### src/rtl/dsp48a1_pkg.sv
// Shared OPMODE encodings and sequencer state type for the DSP48A1 MAC controller.
package dsp48a1_pkg;

  localparam logic [1:0] X_M    = 2'b01;
  localparam logic [1:0] Z_ZERO = 2'b00;
  localparam logic [1:0] Z_P    = 2'b10;

  localparam logic [7:0] OPM_FIRST = {4'b0000, Z_ZERO, X_M};
  localparam logic [7:0] OPM_ACC   = {4'b0000, Z_P, X_M};

  typedef enum logic [1:0] {
    IDLE  = 2'd0,
    LOAD  = 2'd1,
    DRAIN = 2'd2,
    HOLD  = 2'd3
  } state_t;

endpackage

### src/rtl/dsp_opmode_pipe.sv
// CE-gated OPMODE delay line; keeps each operand's code aligned with its product in the slice.
module dsp_opmode_pipe #(
  parameter int OPM_DLY = 1
) (
  input  logic       clk,
  input  logic       rst,
  input  logic       ce,
  input  logic [7:0] d,
  output logic [7:0] q
);

  logic [7:0] stage [OPM_DLY];

  always_ff @(posedge clk or posedge rst) begin
    if (rst) begin
      for (int unsigned i = 0; i < OPM_DLY; i++) stage[i] <= '0;
    end else if (ce) begin
      stage[0] <= d;
      for (int unsigned i = 1; i < OPM_DLY; i++) stage[i] <= stage[i-1];
    end
  end

  assign q = stage[OPM_DLY-1];

endmodule

### src/rtl/dsp48a1_mac_ctrl.sv
// Sequences one DSP48A1 slice through a signed dot product and returns the 48-bit accumulation.
module dsp48a1_mac_ctrl
  import dsp48a1_pkg::*;
#(
  parameter int LEN_W   = 8,
  parameter int LAT     = 3,
  parameter int OPM_DLY = 1
) (
  input  logic             CLK,
  input  logic             RST,
  input  logic             job_valid,
  output logic             job_ready,
  input  logic [LEN_W-1:0] job_len,
  input  logic             op_valid,
  output logic             op_ready,
  input  logic [17:0]      op_a,
  input  logic [17:0]      op_b,
  output logic             res_valid,
  input  logic             res_ready,
  output logic [47:0]      res_data,
  output logic             res_cout,
  output logic [17:0]      dsp_A,
  output logic [17:0]      dsp_B,
  output logic [7:0]       dsp_OPMODE,
  output logic             dsp_CE,
  input  logic [47:0]      dsp_P,
  input  logic             dsp_CARRYOUT
);

  localparam int DW = (LAT > 1) ? $clog2(LAT) : 1;

  state_t           state, state_nxt;
  logic [LEN_W-1:0] remaining;
  logic [DW-1:0]    drain_cnt;
  logic             first;
  logic             drain_last;
  logic [7:0]       opm_in;

  assign dsp_A      = op_a;
  assign dsp_B      = op_b;
  assign drain_last = (drain_cnt == DW'(LAT - 1));

  // DRAIN spends LAT-1 CE cycles flushing the slice, then one idle cycle whose edge samples P.
  always_comb begin
    state_nxt = state;
    job_ready = 1'b0;
    op_ready  = 1'b0;
    res_valid = 1'b0;
    dsp_CE    = 1'b0;
    opm_in    = '0;
    case (state)
      IDLE: begin
        job_ready = 1'b1;
        if (job_valid) state_nxt = (job_len == '0) ? HOLD : LOAD;
      end
      LOAD: begin
        op_ready = 1'b1;
        dsp_CE   = op_valid;
        opm_in   = first ? OPM_FIRST : OPM_ACC;
        if (op_valid && remaining == LEN_W'(1)) state_nxt = DRAIN;
      end
      DRAIN: begin
        dsp_CE = !drain_last;
        if (drain_last) state_nxt = HOLD;
      end
      HOLD: begin
        res_valid = 1'b1;
        if (res_ready) state_nxt = IDLE;
      end
      default: state_nxt = IDLE;
    endcase
  end

  always_ff @(posedge CLK or posedge RST) begin
    if (RST) begin
      state     <= IDLE;
      remaining <= '0;
      first     <= 1'b0;
      drain_cnt <= '0;
      res_data  <= '0;
      res_cout  <= 1'b0;
    end else begin
      state <= state_nxt;
      case (state)
        IDLE: if (job_valid) begin
          remaining <= job_len;
          first     <= 1'b1;
          res_data  <= '0;
          res_cout  <= 1'b0;
        end
        LOAD: if (op_valid) begin
          remaining <= remaining - LEN_W'(1);
          first     <= 1'b0;
          drain_cnt <= '0;
        end
        DRAIN: begin
          drain_cnt <= drain_cnt + DW'(1);
          if (drain_last) begin
            res_data <= dsp_P;
            res_cout <= dsp_CARRYOUT;
          end
        end
        default: ;
      endcase
    end
  end

  dsp_opmode_pipe #(.OPM_DLY(OPM_DLY)) u_opm_pipe (
    .clk (CLK),
    .rst (RST),
    .ce  (dsp_CE),
    .d   (opm_in),
    .q   (dsp_OPMODE)
  );

endmodule

### config.mk
export PLATFORM = sky130hd
export DESIGN_NAME = dsp48a1_mac_ctrl
export DESIGN_NICKNAME = d
export VERILOG_FILES = /design/src/rtl/dsp48a1_pkg.sv /design/src/rtl/dsp_opmode_pipe.sv /design/src/rtl/dsp48a1_mac_ctrl.sv
export SDC_FILE = /design/constraint.sdc
export NUM_CORES = 1
export LEC_CHECK = 0
export BUFFER_PORTS_ARGS = -buffer_cell sky130_fd_sc_hd__buf_2
export CORE_MARGIN = 1.5
export CORE_UTILIZATION = 36
export CTS_BUF_LIST = sky130_fd_sc_hd__clkbuf_8
export DETAILED_ROUTE_END_ITERATION = 7
export GPL_TIMING_DRIVEN = 0
export PLACE_DENSITY = 0.71
export RECOVER_POWER = 50
export SLEW_MARGIN = 20
export SYNTH_ARGS = -nofsm -noshare
export SYNTH_HDL_FRONTEND = slang
export SYNTH_HIERARCHICAL = 1
export SYNTH_SLANG_ARGS = --single-unit
### constraint.sdc
create_clock -name CLK -period 2.1 [get_ports CLK]
set_input_delay 0.63 -clock CLK [delete_from_list [all_inputs] [get_ports CLK]]
set_output_delay 0.63 -clock CLK [all_outputs]
set_load 0.005 [all_outputs]
==> impl_metrics.py <==
metrics = {
    "finish": {
        "drive_gt1_share_pct": 51.30,
        "area_delta_synth_final_pct": 38.28,
        "diodes": 0,
        "ff_latch_area_um2": 1753,
        "fin_nets": 561,
        "fillers": 802,
        "multi_input_area_um2": 1192,
    },
    "floorplanning": {
        "dieHeight_um": 98.04,
        "die-area_um2": 9612,
        "start_util_pct": 37.29,
        "core_area_um2": 8721,
        "die_w_um": 98.04,
        "io_pins": 195,
        "row_count": 34,
    },
    "run_status": {
        "status": "complete, no violations",
    },
    "placed_design": {
        "dp_hpwl_um": 5726,
        "placement.io_buffers": 158,
        "place_congestion": 0.7653,
        "place_ws_ns": -0.1510,
    },
    "worst_setup_path": {
        "critPathSlowestCell": "dfrtp_2",
        "crit_family": "flip-flops",
        "worst-path-max-fanout": 3,
        "worstPathArrival_ns": 1.39,
        "required_ns": 1.47,
        "cp_cell_sequence": "inv_2 -> ha_4 -> inv_2 -> a21oi_4 -> buf_2",
        "end_kind": "output port",
        "worst_setup_path_start_kind": "flip-flop",
        "critPathBufInv": 3,
        "critPathMaxStageDelay_ns": 0.41,
        "crit_top_cell": "inv_2",
        "crit_type": "flip-flop to output port",
    },
    "timing": {
        "whs_ns": 0.2358,
        "worst_pin_slew_ns": 1.270,
        "max_freq_mhz": 493.9,
        "report.final.slew_viol_count": 0,
        "hold_viol": 0,
        "slew_headroom_pct": 14.84,
        "skew_ns": 0.01194,
        "finalSetupViolCount": 0,
        "period_share_pct": 96.41,
        "layout_setup_ws_ns": 0.07545,
        "min_period_ns": 2.025,
    },
    "clock_tree": {
        "cts_buffers": 9,
        "insertion_delay_ns": 0.34,
        "cts.sink_count": 70,
        "clock_path_buffers": 2,
        "cts.clk_slew.worst_paths_ns": 0.07,
        "postCtsHoldBufs": 0,
        "h-tree-depth": 3,
        "cts_tree": "yes",
        "clock-root-buffer": "clkbuf_8",
    },
    "synthesis": {
        "synth_edf_count": 0,
        "ys_warn_count": 6,
        "synth_top_cell_area_share_pct": 53.87,
        "synth-main-ff-cell": "dfrtp_1",
        "synth_area_leaders": "dfrtp_1, a22o_1, buf_4, mux2_4, ha_1",
        "postSynthCellCount": 276,
        "ys_types": 37,
        "ys_seq_area_share_pct": 53.87,
        "synth-seq-cells": 70,
        "synthArstFlopShare_pct": 100.0,
        "avgSynthCellArea_um2": 11.78,
        "synth_area_um2": 3252,
        "synth_top_area_cell": "dfrtp_1",
    },
    "routing": {
        "wl_um": 7806,
        "post_drt_wl_per_cell_um": 13.74,
        "drc": 0,
        "post_drt_via_cell_ratio": 4.805,
        "drt-initial-drc-count": 93,
        "ant_nets": 0,
        "dr.pass1.iters": 4,
        "vias": 2729,
    },
    "hold_path": {
        "min_path_type": "input port to async pin",
    },
    "global_route": {
        "antenna_found_initial": 0,
        "grt_pass1_vias": 2583,
        "grt_max_degree": 36,
        "grt_pass1_wl_um": 12390,
        "grt_usage_pct": 15.96,
        "overflow": 0,
    },
    "flow_run": {
        "max-cap-violations": 0,
    },
    "power": {
        "leakage_nw": 2.456,
        "powerDensity_nw_per_um2": 1258,
        "ir_worst_vdd_uv": 406.6,
    },
}
## cells in the mapped netlist, types with 2 or more instances
cell type / instances
o21ai_1: 10
a22oi_1: 4
clkbuf_1: 9
buf_4: 36
inv_1: 11
mux2_4: 9
nor3_1: 6
o21ai_0: 3
and3_1: 2
o21a_1: 2
nand2b_1: 6
mux2i_1: 4
a21oi_1: 4
nand2_1: 15
ha_1: 7
dfrtp_1: 70
nor2_1: 3
nand3_1: 2
a22o_1: 50
buf_2: 6
## sequential cells by signal, indices dropped and copies added, names as in the netlist
signal / flops
state: 2
drain_cnt: 2
res_data: 48
u_opm_pipe/q: 8
res_cout: 1
remaining: 8
first: 1
## worst reg2reg max path: stages, from the launching register on
cell and delay [ns]:
dfrtp_2 0.44, inv_2 0.12, ha_4 0.16, buf_4 0.14
nor2_1 0.06, or2_1 0.30, buf_4 0.20, buf_2 0.20
a22o_1 0.25
## metal layers
layer | part of all wire, % | track usage (%) | up-vias
met3 | 6.4 | 2.935 | 13
met1 | 45 | 21.72 | 1293
met2 | 47 | 24.88 | 117
met5 | 0 | 0 | -
li1 | - | - | 1306
met4 | 1.9 | 7.143 | 0
## per-stage QoR
stage	area (um2)	power, mW	utilization, %	instances	TNS, ns
after floorplan	3274	3.601	-	281	0
after global placement	4200	4.348	48.16	547	-0.6379
after detailed placement	4220	4.411	48.39	548	-0.6710
after CTS	4521	5.719	51.84	569	0
after global routing	4497	6.072	51.56	568	-0.01403
final	4497	5.659	51.56	568	0
## what timing repair did
item | 4_1_cts | 5_1_grt
setup buffers | 6 | 1
resized for setup | 16 | 3
pin swaps | 3 | 2
setup endpoints to repair | 14 | 41
## report_power, final
| part | internal, mW | total [mW] | switching [mW] |
|---|---|---|---|
| combinational | 1.27 | 2.52 | 1.24 |
| clock | 0.540 | 1.05 | 0.512 |
| sequential | 1.78 | 2.09 | 0.314 |
| total | 3.59 | 5.66 | 2.07 |
## logic make-up (layout without fill, tap and decap cells)
| kind of cell | Yosys count | count (layout) | share of synthesized area (%) |
|---|---|---|---|
| and+or+nand+nor | 44 | 44 | 7.427 |
| DFF | 70 | 70 | 53.87 |
| AOI/OAI and AO/OA | 77 | 77 | 18.51 |
| adders and majority gates | 7 | 7 | 2.693 |
| muxes | 13 | 13 | 5.387 |
| buffers and inverters | 64 | 243 | 12.00 |
| other | 1 | 6 | 0.1153 |
## placed cells by master, fill, tap and decap left out, types with 8 or more instances in the layout
| master | Yosys | layout |
|---|---|---|
| clkbuf_1 | 9 | 16 |
| o21ai_1 | 10 | 10 |
| buf_4 | 36 | 14 |
| mux2_4 | 9 | 9 |
| inv_1 | 11 | 8 |
| clkbuf_8 | 0 | 9 |
| clkbuf_4 | 0 | 32 |
| nand2_1 | 15 | 14 |
| buf_2 | 6 | 153 |
| dfrtp_1 | 70 | 69 |
| a22o_1 | 50 | 50 |
## area by class of cell
type	count	share of cell area [%]
multi-input cells	147	26.52
inverters	12	1.029
flip-flops and latches	70	38.98
clock inverters	6	1.419
well taps	108	3.005
repair buffers	166	18.70
plain buffers	50	7.596
clock buffers	9	2.755
## final timing paths
check	from	end	slack, ns	cells after the start
setup / recovery	state[0]	dsp_CE	0.08	5
hold / removal	RST	u_opm_pipe/q[6]	0.24	2
setup reg to reg	state[0]	res_data[10]	0.12	8
hold reg to reg	drain_cnt[0]	drain_cnt[0]	0.49	1
max in group asynchronous	RST	res_data[47]	0.44	3
min in group CLK	drain_cnt[0]	drain_cnt[0]	0.49	1
(Power assumes the default switching activity.)
